`src/rtl/interrupt_sequencer_pkg.sv`:
```
`default_nettype none
// ============================================================================
// Package  : interrupt_sequencer_pkg
// Purpose  : Shared constants, state encoding and SP helper for interrupt entry/exit.
// Revision : 1.0
// ============================================================================
package interrupt_sequencer_pkg;

    localparam int unsigned c_DATA_W        = 16;
    localparam int unsigned c_CCR_W         = 3;
    localparam int unsigned c_DRAIN_CNT_W   = 8;
    localparam int unsigned c_DRAIN_CYCLES  = 3;
    localparam logic [15:0] c_INT_VECTOR    = 16'h0000;

    typedef enum logic [3:0] {
        ST_IDLE     = 4'd0,
        ST_DRAIN    = 4'd1,
        ST_PUSH_PC  = 4'd2,
        ST_PUSH_CCR = 4'd3,
        ST_VECTOR   = 4'd4,
        ST_ISR      = 4'd5,
        ST_POP_CCR  = 4'd6,
        ST_POP_PC   = 4'd7,
        ST_RESUME   = 4'd8
    } state_t;

    // Stack grows downward; wraps modulo 2^16 in both directions.
    function automatic logic [c_DATA_W-1:0] sp_next(input logic [c_DATA_W-1:0] sp,
                                                    input logic              pop);
        return pop ? (sp + 16'd1) : (sp - 16'd1);
    endfunction

endpackage : interrupt_sequencer_pkg
`default_nettype wire

```
`src/rtl/interrupt_sequencer_if.sv`:
```
`default_nettype none
// ============================================================================
// Interface : interrupt_sequencer_if
// Purpose   : Pipeline/memory/register-file signals seen by the interrupt sequencer.
// Revision  : 1.0
// ============================================================================
interface interrupt_sequencer_if;
    import interrupt_sequencer_pkg::*;

    logic                int_req;
    logic                rti_ex;
    logic [c_DATA_W-1:0] pc_in;
    logic [c_CCR_W-1:0]  ccr_in;
    logic [c_DATA_W-1:0] sp_in;
    logic [c_DATA_W-1:0] mem_rdata;

    logic                stall_fetch;
    logic                inject_nop;
    logic                mem_read;
    logic                mem_write;
    logic [c_DATA_W-1:0] mem_addr;
    logic [c_DATA_W-1:0] mem_wdata;
    logic                sp_write;
    logic [c_DATA_W-1:0] sp_wdata;
    logic                pc_load;
    logic [c_DATA_W-1:0] pc_wdata;
    logic                ccr_load;
    logic [c_CCR_W-1:0]  ccr_wdata;
    logic                in_isr;

    modport slave (
        input  int_req, rti_ex, pc_in, ccr_in, sp_in, mem_rdata,
        output stall_fetch, inject_nop, mem_read, mem_write, mem_addr, mem_wdata,
               sp_write, sp_wdata, pc_load, pc_wdata, ccr_load, ccr_wdata, in_isr
    );

    modport master (
        output int_req, rti_ex, pc_in, ccr_in, sp_in, mem_rdata,
        input  stall_fetch, inject_nop, mem_read, mem_write, mem_addr, mem_wdata,
               sp_write, sp_wdata, pc_load, pc_wdata, ccr_load, ccr_wdata, in_isr
    );

endinterface : interrupt_sequencer_if
`default_nettype wire

```
`src/rtl/interrupt_sequencer_var_reg.sv`:
```
`default_nettype none
// ============================================================================
// Module   : interrupt_sequencer_var_reg
// Purpose  : Width-parameterised load-enable register (var_reg) with async reset.
// Revision : 1.0
// ============================================================================
module interrupt_sequencer_var_reg #(
    parameter int unsigned WIDTH = 16
) (
    input  wire logic             clk,
    input  wire logic             rst,
    input  wire logic             i_en,
    input  wire logic [WIDTH-1:0] i_d,
    output logic      [WIDTH-1:0] o_q
);

    logic [WIDTH-1:0] r_q;

    always_ff @(posedge clk or posedge rst) begin
        if (rst) begin
            r_q <= '0;
        end else if (i_en) begin
            r_q <= i_d;
        end
    end

    assign o_q = r_q;

endmodule : interrupt_sequencer_var_reg
`default_nettype wire

```
`src/rtl/interrupt_sequencer.sv`:
```
`default_nettype none
// ============================================================================
// Module   : interrupt_sequencer
// Purpose  : Drains the pipeline, pushes PC/CCR, vectors to the ISR and restores on RTI.
// Revision : 1.0
// ============================================================================
module interrupt_sequencer
    import interrupt_sequencer_pkg::*;
#(
    parameter int unsigned DRAIN_CYCLES = c_DRAIN_CYCLES,
    parameter logic [15:0] INT_VECTOR   = c_INT_VECTOR
) (
    input  wire logic             clk,
    input  wire logic             reset,
    interrupt_sequencer_if.slave  bus
);

    localparam logic [c_DRAIN_CNT_W-1:0] c_DRAIN_LOAD = c_DRAIN_CNT_W'(DRAIN_CYCLES - 1);

    state_t                   r_state;
    state_t                   w_state_next;
    logic [c_DRAIN_CNT_W-1:0] r_drain_cnt;
    logic [c_DATA_W-1:0]      w_saved_pc;
    logic                     w_accept;
    logic [c_DATA_W-1:0]      w_sp_push;
    logic [c_DATA_W-1:0]      w_sp_pop;

    assign w_accept  = (r_state == ST_IDLE) && bus.int_req;
    assign w_sp_push = sp_next(bus.sp_in, 1'b0);
    assign w_sp_pop  = sp_next(bus.sp_in, 1'b1);

    interrupt_sequencer_var_reg #(
        .WIDTH (c_DATA_W)
    ) u_saved_pc (
        .clk  (clk),
        .rst  (reset),
        .i_en (w_accept),
        .i_d  (bus.pc_in),
        .o_q  (w_saved_pc)
    );

    always_ff @(posedge clk or posedge reset) begin
        if (reset) begin
            r_state     <= ST_IDLE;
            r_drain_cnt <= '0;
        end else begin
            r_state <= w_state_next;
            if (w_accept) begin
                r_drain_cnt <= c_DRAIN_LOAD;
            end else if ((r_state == ST_DRAIN) && (r_drain_cnt != '0)) begin
                r_drain_cnt <= r_drain_cnt - 1'b1;
            end
        end
    end

    // IDLE drives every output to zero, so an async reset clears them at once.
    always_comb begin
        w_state_next    = r_state;
        bus.stall_fetch = 1'b0;
        bus.inject_nop  = 1'b0;
        bus.mem_read    = 1'b0;
        bus.mem_write   = 1'b0;
        bus.mem_addr    = '0;
        bus.mem_wdata   = '0;
        bus.sp_write    = 1'b0;
        bus.sp_wdata    = '0;
        bus.pc_load     = 1'b0;
        bus.pc_wdata    = '0;
        bus.ccr_load    = 1'b0;
        bus.ccr_wdata   = '0;
        bus.in_isr      = 1'b0;

        case (r_state)
            ST_IDLE: begin
                if (bus.int_req) w_state_next = ST_DRAIN;
            end
            ST_DRAIN: begin
                bus.stall_fetch = 1'b1;
                bus.inject_nop  = 1'b1;
                if (r_drain_cnt == '0) w_state_next = ST_PUSH_PC;
            end
            ST_PUSH_PC: begin
                bus.stall_fetch = 1'b1;
                bus.inject_nop  = 1'b1;
                bus.mem_write   = 1'b1;
                bus.mem_addr    = bus.sp_in;
                bus.mem_wdata   = w_saved_pc;
                bus.sp_write    = 1'b1;
                bus.sp_wdata    = w_sp_push;
                w_state_next    = ST_PUSH_CCR;
            end
            ST_PUSH_CCR: begin
                bus.stall_fetch = 1'b1;
                bus.inject_nop  = 1'b1;
                bus.mem_write   = 1'b1;
                bus.mem_addr    = bus.sp_in;
                bus.mem_wdata   = {13'b0, bus.ccr_in};
                bus.sp_write    = 1'b1;
                bus.sp_wdata    = w_sp_push;
                w_state_next    = ST_VECTOR;
            end
            ST_VECTOR: begin
                bus.stall_fetch = 1'b1;
                bus.inject_nop  = 1'b1;
                bus.pc_load     = 1'b1;
                bus.pc_wdata    = INT_VECTOR;
                w_state_next    = ST_ISR;
            end
            ST_ISR: begin
                bus.in_isr = 1'b1;
                if (bus.rti_ex) w_state_next = ST_POP_CCR;
            end
            ST_POP_CCR: begin
                bus.stall_fetch = 1'b1;
                bus.inject_nop  = 1'b1;
                bus.mem_read    = 1'b1;
                bus.mem_addr    = w_sp_pop;
                bus.sp_write    = 1'b1;
                bus.sp_wdata    = w_sp_pop;
                w_state_next    = ST_POP_PC;
            end
            ST_POP_PC: begin
                bus.stall_fetch = 1'b1;
                bus.inject_nop  = 1'b1;
                bus.ccr_load    = 1'b1;
                bus.ccr_wdata   = bus.mem_rdata[2:0];
                bus.mem_read    = 1'b1;
                bus.mem_addr    = w_sp_pop;
                bus.sp_write    = 1'b1;
                bus.sp_wdata    = w_sp_pop;
                w_state_next    = ST_RESUME;
            end
            ST_RESUME: begin
                bus.stall_fetch = 1'b1;
                bus.inject_nop  = 1'b1;
                bus.pc_load     = 1'b1;
                bus.pc_wdata    = bus.mem_rdata;
                w_state_next    = ST_IDLE;
            end
            default: begin
                w_state_next = ST_IDLE;
            end
        endcase
    end

endmodule : interrupt_sequencer
`default_nettype wire

```
`src/flat_wrapper.sv`:
```
// flat-port wrapper written by rule: the top's interface ports become plain ports
module interrupt_sequencer_flat import interrupt_sequencer_pkg::*;
#(
    parameter int unsigned DRAIN_CYCLES = c_DRAIN_CYCLES,
    parameter logic [15:0] INT_VECTOR   = c_INT_VECTOR
)
  (clk, reset, bus_int_req, bus_rti_ex, bus_pc_in, bus_ccr_in, bus_sp_in, bus_mem_rdata, bus_stall_fetch, bus_inject_nop, bus_mem_read, bus_mem_write, bus_mem_addr, bus_mem_wdata, bus_sp_write, bus_sp_wdata, bus_pc_load, bus_pc_wdata, bus_ccr_load, bus_ccr_wdata, bus_in_isr);
  interrupt_sequencer_if bus_i ();
  input  wire logic clk;
  input  wire logic reset;
  input wire logic [$bits(bus_i.int_req)-1:0] bus_int_req;
  input wire logic [$bits(bus_i.rti_ex)-1:0] bus_rti_ex;
  input wire logic [$bits(bus_i.pc_in)-1:0] bus_pc_in;
  input wire logic [$bits(bus_i.ccr_in)-1:0] bus_ccr_in;
  input wire logic [$bits(bus_i.sp_in)-1:0] bus_sp_in;
  input wire logic [$bits(bus_i.mem_rdata)-1:0] bus_mem_rdata;
  output wire logic [$bits(bus_i.stall_fetch)-1:0] bus_stall_fetch;
  output wire logic [$bits(bus_i.inject_nop)-1:0] bus_inject_nop;
  output wire logic [$bits(bus_i.mem_read)-1:0] bus_mem_read;
  output wire logic [$bits(bus_i.mem_write)-1:0] bus_mem_write;
  output wire logic [$bits(bus_i.mem_addr)-1:0] bus_mem_addr;
  output wire logic [$bits(bus_i.mem_wdata)-1:0] bus_mem_wdata;
  output wire logic [$bits(bus_i.sp_write)-1:0] bus_sp_write;
  output wire logic [$bits(bus_i.sp_wdata)-1:0] bus_sp_wdata;
  output wire logic [$bits(bus_i.pc_load)-1:0] bus_pc_load;
  output wire logic [$bits(bus_i.pc_wdata)-1:0] bus_pc_wdata;
  output wire logic [$bits(bus_i.ccr_load)-1:0] bus_ccr_load;
  output wire logic [$bits(bus_i.ccr_wdata)-1:0] bus_ccr_wdata;
  output wire logic [$bits(bus_i.in_isr)-1:0] bus_in_isr;
  assign bus_i.int_req = bus_int_req;
  assign bus_i.rti_ex = bus_rti_ex;
  assign bus_i.pc_in = bus_pc_in;
  assign bus_i.ccr_in = bus_ccr_in;
  assign bus_i.sp_in = bus_sp_in;
  assign bus_i.mem_rdata = bus_mem_rdata;
  assign bus_stall_fetch = bus_i.stall_fetch;
  assign bus_inject_nop = bus_i.inject_nop;
  assign bus_mem_read = bus_i.mem_read;
  assign bus_mem_write = bus_i.mem_write;
  assign bus_mem_addr = bus_i.mem_addr;
  assign bus_mem_wdata = bus_i.mem_wdata;
  assign bus_sp_write = bus_i.sp_write;
  assign bus_sp_wdata = bus_i.sp_wdata;
  assign bus_pc_load = bus_i.pc_load;
  assign bus_pc_wdata = bus_i.pc_wdata;
  assign bus_ccr_load = bus_i.ccr_load;
  assign bus_ccr_wdata = bus_i.ccr_wdata;
  assign bus_in_isr = bus_i.in_isr;
  interrupt_sequencer #(.DRAIN_CYCLES(DRAIN_CYCLES), .INT_VECTOR(INT_VECTOR)) u_core (.clk(clk), .reset(reset), .bus(bus_i));
endmodule
```
`config.mk`:
```
export PLATFORM = sky130hd
export DESIGN_NAME = interrupt_sequencer_flat
export DESIGN_NICKNAME = d
export VERILOG_FILES = /design/src/rtl/interrupt_sequencer_pkg.sv /design/src/rtl/interrupt_sequencer_if.sv /design/src/rtl/interrupt_sequencer_var_reg.sv /design/src/rtl/interrupt_sequencer.sv /design/src/flat_wrapper.sv
export SDC_FILE = /design/constraint.sdc
export NUM_CORES = 1
export LEC_CHECK = 0
export ABC_AREA = 1
export CAP_MARGIN = 20
export CORE_ASPECT_RATIO = 0.9
export CORE_MARGIN = 10
export CORE_UTILIZATION = 41
export DETAILED_ROUTE_END_ITERATION = 7
export MAX_ROUTING_LAYER = met4
export PLACE_DENSITY = 0.93
export RECOVER_POWER = 100
export SLEW_MARGIN = 10
export SYNTH_ARGS = -nofsm -noshare
export SYNTH_HDL_FRONTEND = slang
export SYNTH_SLANG_ARGS = --single-unit
```
`constraint.sdc`:
```
create_clock -name clk -period 1.9 [get_ports clk]
set_input_delay 0.285 -clock clk [delete_from_list [all_inputs] [get_ports clk]]
set_output_delay 0.285 -clock clk [all_outputs]
set_load 0.005 [all_outputs]
```
==> out/results.ini <==
[run_status]
run_status=complete, but fails checks
violations=negative setup slack

[worst_setup_path]
ff2ff_path_depth=11
crit_type=reg2out
r2r_setup_slack_ns=-0.09
cp.arrival_ns=1.75
path_cells=buf_4 -> nor2_4 -> nand2_2 -> buf_4 -> buf_4 -> o21ai_2 -> clkdlybuf4s15_2
worstSetupEndpointType=output pin
slowest_stage=dfrtp_1
cpPeakStageDelay_ns=0.41
critPathTopFamily=buffers and inverters
path_buf_inv=4
startpoint_type=flop
reg2reg_from=u_core.r_state[2]$_DFFE_PP0P_
crit_path_frequent_cell=buf_4
critPathRequiredTime_ns=1.62
reg2reg_to=u_core.r_state[1]$_DFFE_PP0P_
cp_max_fo=8

[synthesis]
synth.most_common_cell=nand2_1
synth_seq_cells=28
yosys.area.top_type=dfrtp_1
yosysWarnings=0
syn-cell-area_um2=2650
postSynth.asyncResetShare=1.00
synthFlopType=dfrtp_1
synth.yosys.seq_area_share=0.265
synth_common_cells=nand2_1 (141), inv_1 (78), nor2_1 (77)
ys_types=24
synth_edf_count=0
synthCells=471
synth_top_area_share=0.265
yosys-top-cells-area=dfrtp_1 (26%), nand2_1 (20%), inv_1 (11%), nor2_1 (11%), o21ai_0 (9.1%)
synthesis.nets=530
synth_area_per_cell_um2=5.62

[pwr]
p_clk_frac=0.067
power_switching_mw=2.33
p_int_mw=2.51
vdd_drop_max_mv=0.634
comb_power_share=0.717
swShare=0.481
power.leakage_nw=2.57
sequentialPowerShare=0.215
total_power_mw=4.84
p_per_area_nw_per_um2=1020

[finish]
nFillCells=429
syn_to_final_growth_pct=79.9
post-route-cell-area_um2=4760
drive_gt1_frac=0.326
finalNetCount=726
diodes=0

[placed_design]
dp_hpwl_um=9030
pre_cts_slack_ns=-0.694
io_buffers=129
gp_congestion=1.02
place_area_um2=4430

[flow_run]
maxCapViolations=0

[clocking]
path_clk_slew_ns=0.09
worstSkewPairLatency_ns=0.28
cts_buffers=3
clock-root-buffer=clkbuf_8
cts_buffer_depth=2
cts_hold_buffers=0
cts_tree=yes
htreeDepth=1
clock_sinks=28

[grt]
grt_max_degree=33
grt_usage=0.242
antenna_found_initial=0
grt_pass1_vias=4089
grt-ovfl-total=0
grt_pass1_wl_um=19700

[floorplanning]
initial_core_util=0.428
io_pins=130
die_w_um=105
die_area_um2=10100
die_y_um=96.2
core-area_um2=6180
rows=27

[sta]
max_slew_margin=0.537
setup_viol=33
finClkSkew_ns=0.00254
hold_viol_final=0
min_period_ns=2.04
layout_setup_ws_ns=-0.135
max_freq_mhz=491
worstMarginPinSlew_ns=0.694
drv_slew=0
rsz0062_at_grt=yes
fin_crit_sh=1.07

[route]
viasPerCell=5.35
drc=0
wl_um=13100
vias=4023
drt_iter0_markers=289
ant_nets=0
drtPass1Iterations=5
avgRoutedWirePerCell_um=17.4

[worst_hold_path]
min_path_cells=2
whs_endpoint=u_core.r_drain_cnt[0]$_DFFE_PP0P_
hold_class=reg2reg
min-delay-start=u_core.r_drain_cnt[0]$_DFFE_PP0P_

-- placed cells by master (no fill, tap or decap), drive strengths merged, types with 4 or more instances in the layout --
master	n
ha	4
dlygate4sd2	20
nand2	141
clkdlybuf4s50	39
clkdlybuf4s15	10
dfrtp	28
nand3	42
a21oi	8
clkbuf	20
nand4	8
nor2	84
buf	122
o21ai	50
inv	81
-- cell families after synthesis --
family | Yosys count | share of synthesized area
and+or+nand+nor | 277 | 0.438
buffers and inverters | 99 | 0.154
AOI/OAI and AO/OA | 60 | 0.115
DFF | 28 | 0.265
adders and majority gates | 4 | 0.0189
xor gates and xnor gates | 3 | 0.00993
-- flip-flops by register name (all words and copies together), names as in the netlist --
signal                 count
u_core.r_state             4
u_core.u_saved_pc.o_q     16
u_core.r_drain_cnt         8
-- power by group through the flow --
stage / Clock [mW] / Sequential [mW] / Combinational (mW)
final: 0.326 / 1.04 / 3.47
after global routing: 0.345 / 1.06 / 3.74
after CTS: 0.315 / 1.01 / 3.04
after detailed placement: 0 / 1.02 / 2.87
after global placement: 0 / 0.996 / 2.76
after floorplan: 0 / 0.985 / 1.37
-- metrics by stage --
step            util  hold WS [ns]  std cells  TNS [ns]
3_3_place_gp   0.717         0.456        729    -15.52
3_5_place_dp   0.717         0.468        729    -17.16
6_report       0.770         0.488        752     -1.76
2_1_floorplan      -         0.350        471         0
5_1_grt        0.770         0.537        752     -4.50
4_1_cts        0.747         0.381        750     -1.23
-- worst min-delay path, cell delays in order, from the launching register on --
cell and delay [ns]:
dfrtp_1 0.35, nand2_1 0.05, nand2_1 0.05
-- timing repair --
action / in CTS / in global routing
setup buffers: 18 / 2
pin swaps: 15 / 5
endpoints found under the setup margin: 75 / 87
gates cloned: 1 / 0
endpoints found under the hold margin: 0 / 0
gates resized for setup: 311 / 93
-- cell type report --
type                    count  area, um^2  area share
clock buffers               3        41.3     0.00867
inverters                  81         312      0.0654
well taps                  87         109      0.0229
multi-input cells         344        1870       0.393
flip-flops and latches     28         702       0.147
repair buffers            209        1730       0.362
-- per-layer routing --
layer  track usage  wire length (um)  share of wire  vias up
li1              -                 -              -     1844
met1         0.269              5020           0.38     1831
met2         0.404              6130           0.47      291
met3        0.0808              1380           0.11       57
met4        0.0868               562          0.043        0
met5             -                 0              0        -
-- worst max-delay path by stage --
| stage | start | end | slack, ns | cells past startpoint |
|---|---|---|---|---|
| final | u_core.r_state[2]$_DFFE_PP0P_ | bus_mem_addr[1] | -0.14 | 7 |
| after global routing | u_core.r_state[3]$_DFFE_PP0P_ | bus_mem_wdata[0] | -0.18 | 9 |
| after CTS | u_core.r_state[3]$_DFFE_PP0P_ | bus_mem_wdata[1] | -0.13 | 9 |
| after detailed placement | bus_sp_in[0] | bus_mem_addr[11] | -0.69 | 9 |
| after global placement | bus_sp_in[1] | bus_sp_wdata[10] | -0.57 | 10 |
| after floorplan | u_core.r_state[3]$_DFFE_PP0P_ | bus_sp_wdata[6] | 0.42 | 6 |
Power figures use the tool's default switching activity.
